### src/rtl/vga_pkg.sv
// rtl/vga_pkg.sv - 640x480@60Hz VGA timing constants shared by the raster pipeline
//
// Purpose: single home for the horizontal/vertical timing numbers so that
// vga_timing_gen and display_controller agree on H_DISPLAY/V_DISPLAY.
// Ports: none (package).
package vga_pkg;

  // Counter width for both raster axes; 799 and 524 both fit in 10 bits.
  localparam int CNT_W = 10;
  typedef logic [CNT_W-1:0] cnt_t;

  // System clocks per pixel (100 MHz -> 25 MHz).
  localparam int CLK_DIV = 4;

  localparam int H_DISPLAY = 640;
  localparam int H_FP      = 16;
  localparam int H_SYNC    = 96;
  localparam int H_BP      = 48;

  localparam int V_DISPLAY = 480;
  localparam int V_FP      = 10;
  localparam int V_SYNC    = 2;
  localparam int V_BP      = 33;

  // Active level of both sync pins (0 = active-low).
  localparam bit SYNC_POL = 1'b0;

  localparam int H_TOTAL      = H_DISPLAY + H_FP + H_SYNC + H_BP;
  localparam int V_TOTAL      = V_DISPLAY + V_FP + V_SYNC + V_BP;
  localparam int H_SYNC_START = H_DISPLAY + H_FP;
  localparam int H_SYNC_END   = H_SYNC_START + H_SYNC;
  localparam int V_SYNC_START = V_DISPLAY + V_FP;
  localparam int V_SYNC_END   = V_SYNC_START + V_SYNC;

  // Half-open window test [lo, hi) on a raster coordinate.
  function automatic logic in_window(input cnt_t x, input cnt_t lo, input cnt_t hi);
    return (x >= lo) && (x < hi);
  endfunction

endpackage

### src/rtl/pixel_tick_div.sv
// rtl/pixel_tick_div.sv - system-clock to pixel-rate divider producing pix_tick
//
// Purpose: counts 0..CLK_DIV-1 and marks the last count of each pixel period.
// Ports:
//   clk        in   system clock
//   rst        in   asynchronous reset, active-high
//   pix_tick   out  high for the one clk in which the divider sits at CLK_DIV-1
//   tick_next  out  high in the clk before pix_tick; registers that must present
//                   new values during the pix_tick cycle load on this
module pixel_tick_div #(
  parameter int CLK_DIV = 4
) (
  input  logic clk,
  input  logic rst,
  output logic pix_tick,
  output logic tick_next
);

  localparam int DW = (CLK_DIV > 1) ? $clog2(CLK_DIV) : 1;
  localparam logic [DW-1:0] DIV_LAST = DW'(CLK_DIV - 1);

  logic [DW-1:0] div_q;
  logic [DW-1:0] div_d;

  always_comb begin
    div_d = (div_q == DIV_LAST) ? '0 : div_q + 1'b1;
  end

  // Looking at the next divider value lets pix_tick be a flop while still
  // coinciding exactly with div_q == CLK_DIV-1.
  assign tick_next = (div_d == DIV_LAST);

  always_ff @(posedge clk or posedge rst) begin
    if (rst) begin
      div_q    <= '0;
      pix_tick <= 1'b0;
    end else begin
      div_q    <= div_d;
      pix_tick <= tick_next;
    end
  end

endmodule

### src/rtl/vga_timing_gen.sv
// rtl/vga_timing_gen.sv - VGA raster timing generator (counters, decode, output registers)
//
// Purpose: walks the raster one pixel per pix_tick and presents registered,
// mutually consistent coordinates, blanking and sync for display_controller
// and the monitor, plus line/frame strobes and a completed-frame counter.
// Ports:
//   clk          in   system clock
//   rst          in   asynchronous reset, active-high
//   pix_tick     out  one-clk pulse per pixel; pixel outputs change with it
//   h_cnt        out  presented pixel column, 0..H_TOTAL-1
//   v_cnt        out  presented line, 0..V_TOTAL-1
//   valid        out  presented pixel lies in the visible area
//   hsync        out  horizontal sync, SYNC_POL when active
//   vsync        out  vertical sync, SYNC_POL when active
//   line_start   out  high during the pix_tick that presents h_cnt=0
//   frame_start  out  high during the pix_tick that presents h_cnt=0,v_cnt=0
//   frame_cnt    out  frames completed since reset, wraps 255->0
module vga_timing_gen
  import vga_pkg::*;
#(
  parameter int CLK_DIV   = vga_pkg::CLK_DIV,
  parameter int H_DISPLAY = vga_pkg::H_DISPLAY,
  parameter int H_FP      = vga_pkg::H_FP,
  parameter int H_SYNC    = vga_pkg::H_SYNC,
  parameter int H_BP      = vga_pkg::H_BP,
  parameter int V_DISPLAY = vga_pkg::V_DISPLAY,
  parameter int V_FP      = vga_pkg::V_FP,
  parameter int V_SYNC    = vga_pkg::V_SYNC,
  parameter int V_BP      = vga_pkg::V_BP,
  parameter bit SYNC_POL  = vga_pkg::SYNC_POL
) (
  input  logic             clk,
  input  logic             rst,
  output logic             pix_tick,
  output logic [CNT_W-1:0] h_cnt,
  output logic [CNT_W-1:0] v_cnt,
  output logic             valid,
  output logic             hsync,
  output logic             vsync,
  output logic             line_start,
  output logic             frame_start,
  output logic [7:0]       frame_cnt
);

  localparam cnt_t HC_LAST  = cnt_t'(H_DISPLAY + H_FP + H_SYNC + H_BP - 1);
  localparam cnt_t VC_LAST  = cnt_t'(V_DISPLAY + V_FP + V_SYNC + V_BP - 1);
  localparam cnt_t H_VIS    = cnt_t'(H_DISPLAY);
  localparam cnt_t V_VIS    = cnt_t'(V_DISPLAY);
  localparam cnt_t HS_START = cnt_t'(H_DISPLAY + H_FP);
  localparam cnt_t HS_END   = cnt_t'(H_DISPLAY + H_FP + H_SYNC);
  localparam cnt_t VS_START = cnt_t'(V_DISPLAY + V_FP);
  localparam cnt_t VS_END   = cnt_t'(V_DISPLAY + V_FP + V_SYNC);

  logic tick_next;

  pixel_tick_div #(
    .CLK_DIV(CLK_DIV)
  ) u_pixel_tick_div (
    .clk      (clk),
    .rst      (rst),
    .pix_tick (pix_tick),
    .tick_next(tick_next)
  );

  // Internal raster position: the pixel the next pix_tick will present.
  cnt_t hc;
  cnt_t vc;

  // Set by the first frame_start after reset so that only later frame
  // starts count as a completed frame.
  logic frame_seen;

  logic dec_valid;
  logic dec_hsync;
  logic dec_vsync;
  logic dec_line;
  logic dec_frame;

  always_comb begin
    dec_valid = (hc < H_VIS) && (vc < V_VIS);
    dec_hsync = in_window(hc, HS_START, HS_END) ? SYNC_POL : ~SYNC_POL;
    dec_vsync = in_window(vc, VS_START, VS_END) ? SYNC_POL : ~SYNC_POL;
    dec_line  = (hc == '0);
    dec_frame = (hc == '0) && (vc == '0);
  end

  // Raster counters advance after their value has been captured for output.
  always_ff @(posedge clk or posedge rst) begin
    if (rst) begin
      hc <= '0;
      vc <= '0;
    end else if (tick_next) begin
      if (hc == HC_LAST) begin
        hc <= '0;
        if (vc == VC_LAST) begin
          vc <= '0;
        end else begin
          vc <= vc + 1'b1;
        end
      end else begin
        hc <= hc + 1'b1;
      end
    end
  end

  // Output registers load together from one decode so they never disagree.
  // Strobes are cleared on the edge that ends the pix_tick cycle.
  always_ff @(posedge clk or posedge rst) begin
    if (rst) begin
      h_cnt       <= '0;
      v_cnt       <= '0;
      valid       <= 1'b0;
      hsync       <= ~SYNC_POL;
      vsync       <= ~SYNC_POL;
      line_start  <= 1'b0;
      frame_start <= 1'b0;
      frame_cnt   <= '0;
      frame_seen  <= 1'b0;
    end else if (tick_next) begin
      h_cnt       <= hc;
      v_cnt       <= vc;
      valid       <= dec_valid;
      hsync       <= dec_hsync;
      vsync       <= dec_vsync;
      line_start  <= dec_line;
      frame_start <= dec_frame;
      if (dec_frame) begin
        frame_seen <= 1'b1;
        if (frame_seen) begin
          frame_cnt <= frame_cnt + 1'b1;
        end
      end
    end else begin
      line_start  <= 1'b0;
      frame_start <= 1'b0;
    end
  end

endmodule

### config.mk
export PLATFORM = sky130hd
export DESIGN_NAME = vga_timing_gen
export DESIGN_NICKNAME = d
export VERILOG_FILES = /design/src/rtl/vga_pkg.sv /design/src/rtl/pixel_tick_div.sv /design/src/rtl/vga_timing_gen.sv
export SDC_FILE = /design/constraint.sdc
export NUM_CORES = 1
export LEC_CHECK = 0
export CAP_MARGIN = 0
export CORE_MARGIN = 3
export CORE_UTILIZATION = 55
export CTS_BUF_LIST = sky130_fd_sc_hd__clkbuf_4
export CTS_CLUSTER_DIAMETER = 120
export DETAILED_ROUTE_END_ITERATION = 7
export PLACE_DENSITY = 0.8
export SLEW_MARGIN = 0
export SYNTH_ARGS = -nofsm -noshare
export SYNTH_HDL_FRONTEND = slang
export SYNTH_HIERARCHICAL = 1
export SYNTH_SLANG_ARGS = --single-unit
### constraint.sdc
create_clock -name clk -period 2.63 [get_ports clk]
set_clock_uncertainty 0.1 [all_clocks]
set_input_delay 0.526 -clock clk [delete_from_list [all_inputs] [get_ports clk]]
set_output_delay 0.526 -clock clk [all_outputs]
set_load 0.005 [all_outputs]
==> metrics.txt <==
status finished, final reports clean; DP Worst Slack approximately 0.44 ns; CTS Buf Count 9; Clk pin slew, worst setup/hold paths approximately 0.1 ns; first-pass GRT wire length between 7 and 8 mm; synthesized area per cell around 12 um2; Mapped Area approximately 2600 um2; pin count of the biggest net entering global routing 55; DRT Pass-1 Iters 4; core area between 4000 and 5000 um2; Lkg Pwr approximately 0.0014 uW; Area growth, synth to finish 19.69%; type of origin of the critical path register; max-cap violations 0; Buf/Inv on CP 2; setup TNS 0 ns; Worst Tran Pin Value around 0.47 ns; die width 74.49 um; layout cell share with drive strength beyond 1 between 15 and 20%; clk buf depth 2; cell area power density between 400 and 500 nW/um2; hold_buf cts 0; detailed router's first-iteration violation count approximately 100; sequential cell area between 1000 and 1500 um2; CP Depth 6; R2R cell count 6; unique cell type count in the Yosys netlist 39; H-tree Lvls 3; Port Buf Inserts 35; Max Transition Viols Final 0; Critical Path RT ~2.8 ns; drt total wl 4.594 mm; CP Class register to register; Yosys warning count 6; Post-CTS Repair Setup Buffers 0; sequential-to-total area share from yosys stat between 50% and 60%; Die Height between 70 and 80 um; row count 24; Arr. time, crit path 2.35 ns; RSZ-0062 raised after global routing no; fin crit share between 80% and 90%; CP max stage delay 0.51 ns; Post-route DRC 0; Slew headroom between 60% and 70%; vias in the first global route between 1500 and 2000; Vias per Instance approximately 5.5; clock sink total between 50 and 60; final setup violation count 0; CP max-delay cell nor4_4; Max VDD drop 0.0003211 V; CTS tree yes; Worst-Skew Late Latency 0.40 ns; Synth async-reset ratio 100.0%; worst-path cell chain inv_1 -> ha_1 -> buf_4 -> nand4_2 -> nor4_4 -> mux2_1; initial antenna violation count 0; CP top delay family simple AND/OR/NAND/NOR gates; via count of the routed design between 1500 and 2000; WHS about 0.24 ns; drt wl/cell 14.68 um; Initial Util a little under 60%; Critical Path Fanout Max 20; Tightest Hold Check Type primary input to asynchronous set/reset pin; Multi-input gate area roughly 1000 um2; worst setup margin 0.4562 ns; final hold vios 0; Mapped Nets around 230; Post-CTS Resized 0; EDFF count, synth 0; FF+latch count, synth between 50 and 60; n_diodes 0; fillers 341; Post-DRT Antenna Nets 0; post-route minimum period around 2.2 ns; Cells after Synth 220; IO Pins 36; prevailing post-synth register cell dfrtp_1; nets@finish roughly 270; Routability Congestion around 0.8; GR Overflow Total 0; root buf cell clkbuf_4; Post-DP HPWL about 3.2 mm; Die ar. approximately 5500 um2; maximum clock frequency about 0.46 GHz; crit path capture type register; Tot GR Track Use 18.27%
## registers in the layout, indices dropped and copies added, names as in the netlist
name,count
u_pixel_tick_div/div_q,2
vsync,1
h_cnt,10
v_cnt,10
frame_start,1
frame_seen,1
frame_cnt,8
hc,10
valid,1
u_pixel_tick_div/pix_tick,1
vc,10
line_start,1
hsync,1
## path summary, 6_finish.rpt
| path | from | to | slack (ns) |
|---|---|---|---|
| worst max-delay path | u_pixel_tick_div/div_q[0] | frame_cnt[1] | 0.46 |
| worst min-delay path | rst | u_pixel_tick_div/div_q[0] | 0.24 |
| worst max register to register | u_pixel_tick_div/div_q[0] | frame_cnt[1] | 0.46 |
| worst min register to register | u_pixel_tick_div/div_q[0] | u_pixel_tick_div/div_q[0] | 0.37 |
| max in group asynchronous | rst | vsync | 1.72 |
| min in group clk | u_pixel_tick_div/div_q[0] | u_pixel_tick_div/div_q[0] | 0.37 |
## per-layer routing
layer  GRT usage (%)  share of wire [%]  vias up
li1                -                  -      838
met1           24.25                 46      837
met2           28.00                 48       37
met3           5.270                4.0       10
met4           8.103                2.0        0
met5               0                  0        -
## cell families after synthesis
kind of cell | share of synthesized area (%)
compound gates | 4.074
xor+xnor | 5.771
fa+ha+maj | 3.395
buf+inv | 3.928
flops | 55.38
mux | 10.43
simple gates | 17.02
## cells in the mapped netlist (2+ instances only)
cell      count  area share [%]
nand3_1       7             1.4
and4b_1       2            0.78
nand4_1       7             1.7
xor2_1        5             1.7
nand2_1      16             2.3
mux2_2       22             9.6
dfstp_2       2             2.0
and4_1        2            0.68
nand4b_1      2            0.68
nor4_1        4            0.97
o21ai_0      10             1.9
buf_2         3            0.58
clkbuf_1      7             1.0
a31oi_1       2            0.48
xnor2_1      12             4.1
ha_1          7             3.4
and3_1        8             1.9
nor2_1       14             2.0
or2_2         2            0.48
inv_1        11             1.6
dfrtp_1      55              53
a21oi_1       3            0.58
## power by group
group	internal [uW]	switching [uW]	total, uW
registers	876	0	876
logic	4.73	16.8	21.6
clock network	271	309	579
total	1150	325	1480
## per-stage QoR
stage / area, um2 / total power, uW / utilization (%) / std cells
CTS: 3088 / 1485 / 69.48 / 313
global placement: 2970 / 915.9 / 66.84 / 298
global route: 3088 / 1526 / 69.48 / 313
finish: 3088 / 1477 / 69.48 / 313
floorplan: 2580 / 906.0 / - / 220
detailed placement: 2970 / 916.3 / 66.84 / 298
## final cells by class
type	instances	area share (%)
Clock inverter	6	1.621
Clock buffer	9	2.188
Timing Repair Buffer	38	12.48
Sequential cell	57	46.27
Multi-Input combinational cell	140	34.00
Tap cell	52	2.107
Inverter	11	1.337
## cell usage in the layout, fill, tap and decap left out, drive strengths merged, types with 8 or more instances in the layout
master	instances
nand4	8
clkdlybuf4s50	35
dfrtp	55
nor2	14
nand2	16
inv	11
clkbuf	9
o21ai	11
xnor2	12
mux2	23
and3	8
No activity file was read; power rests on OpenSTA's default activity.
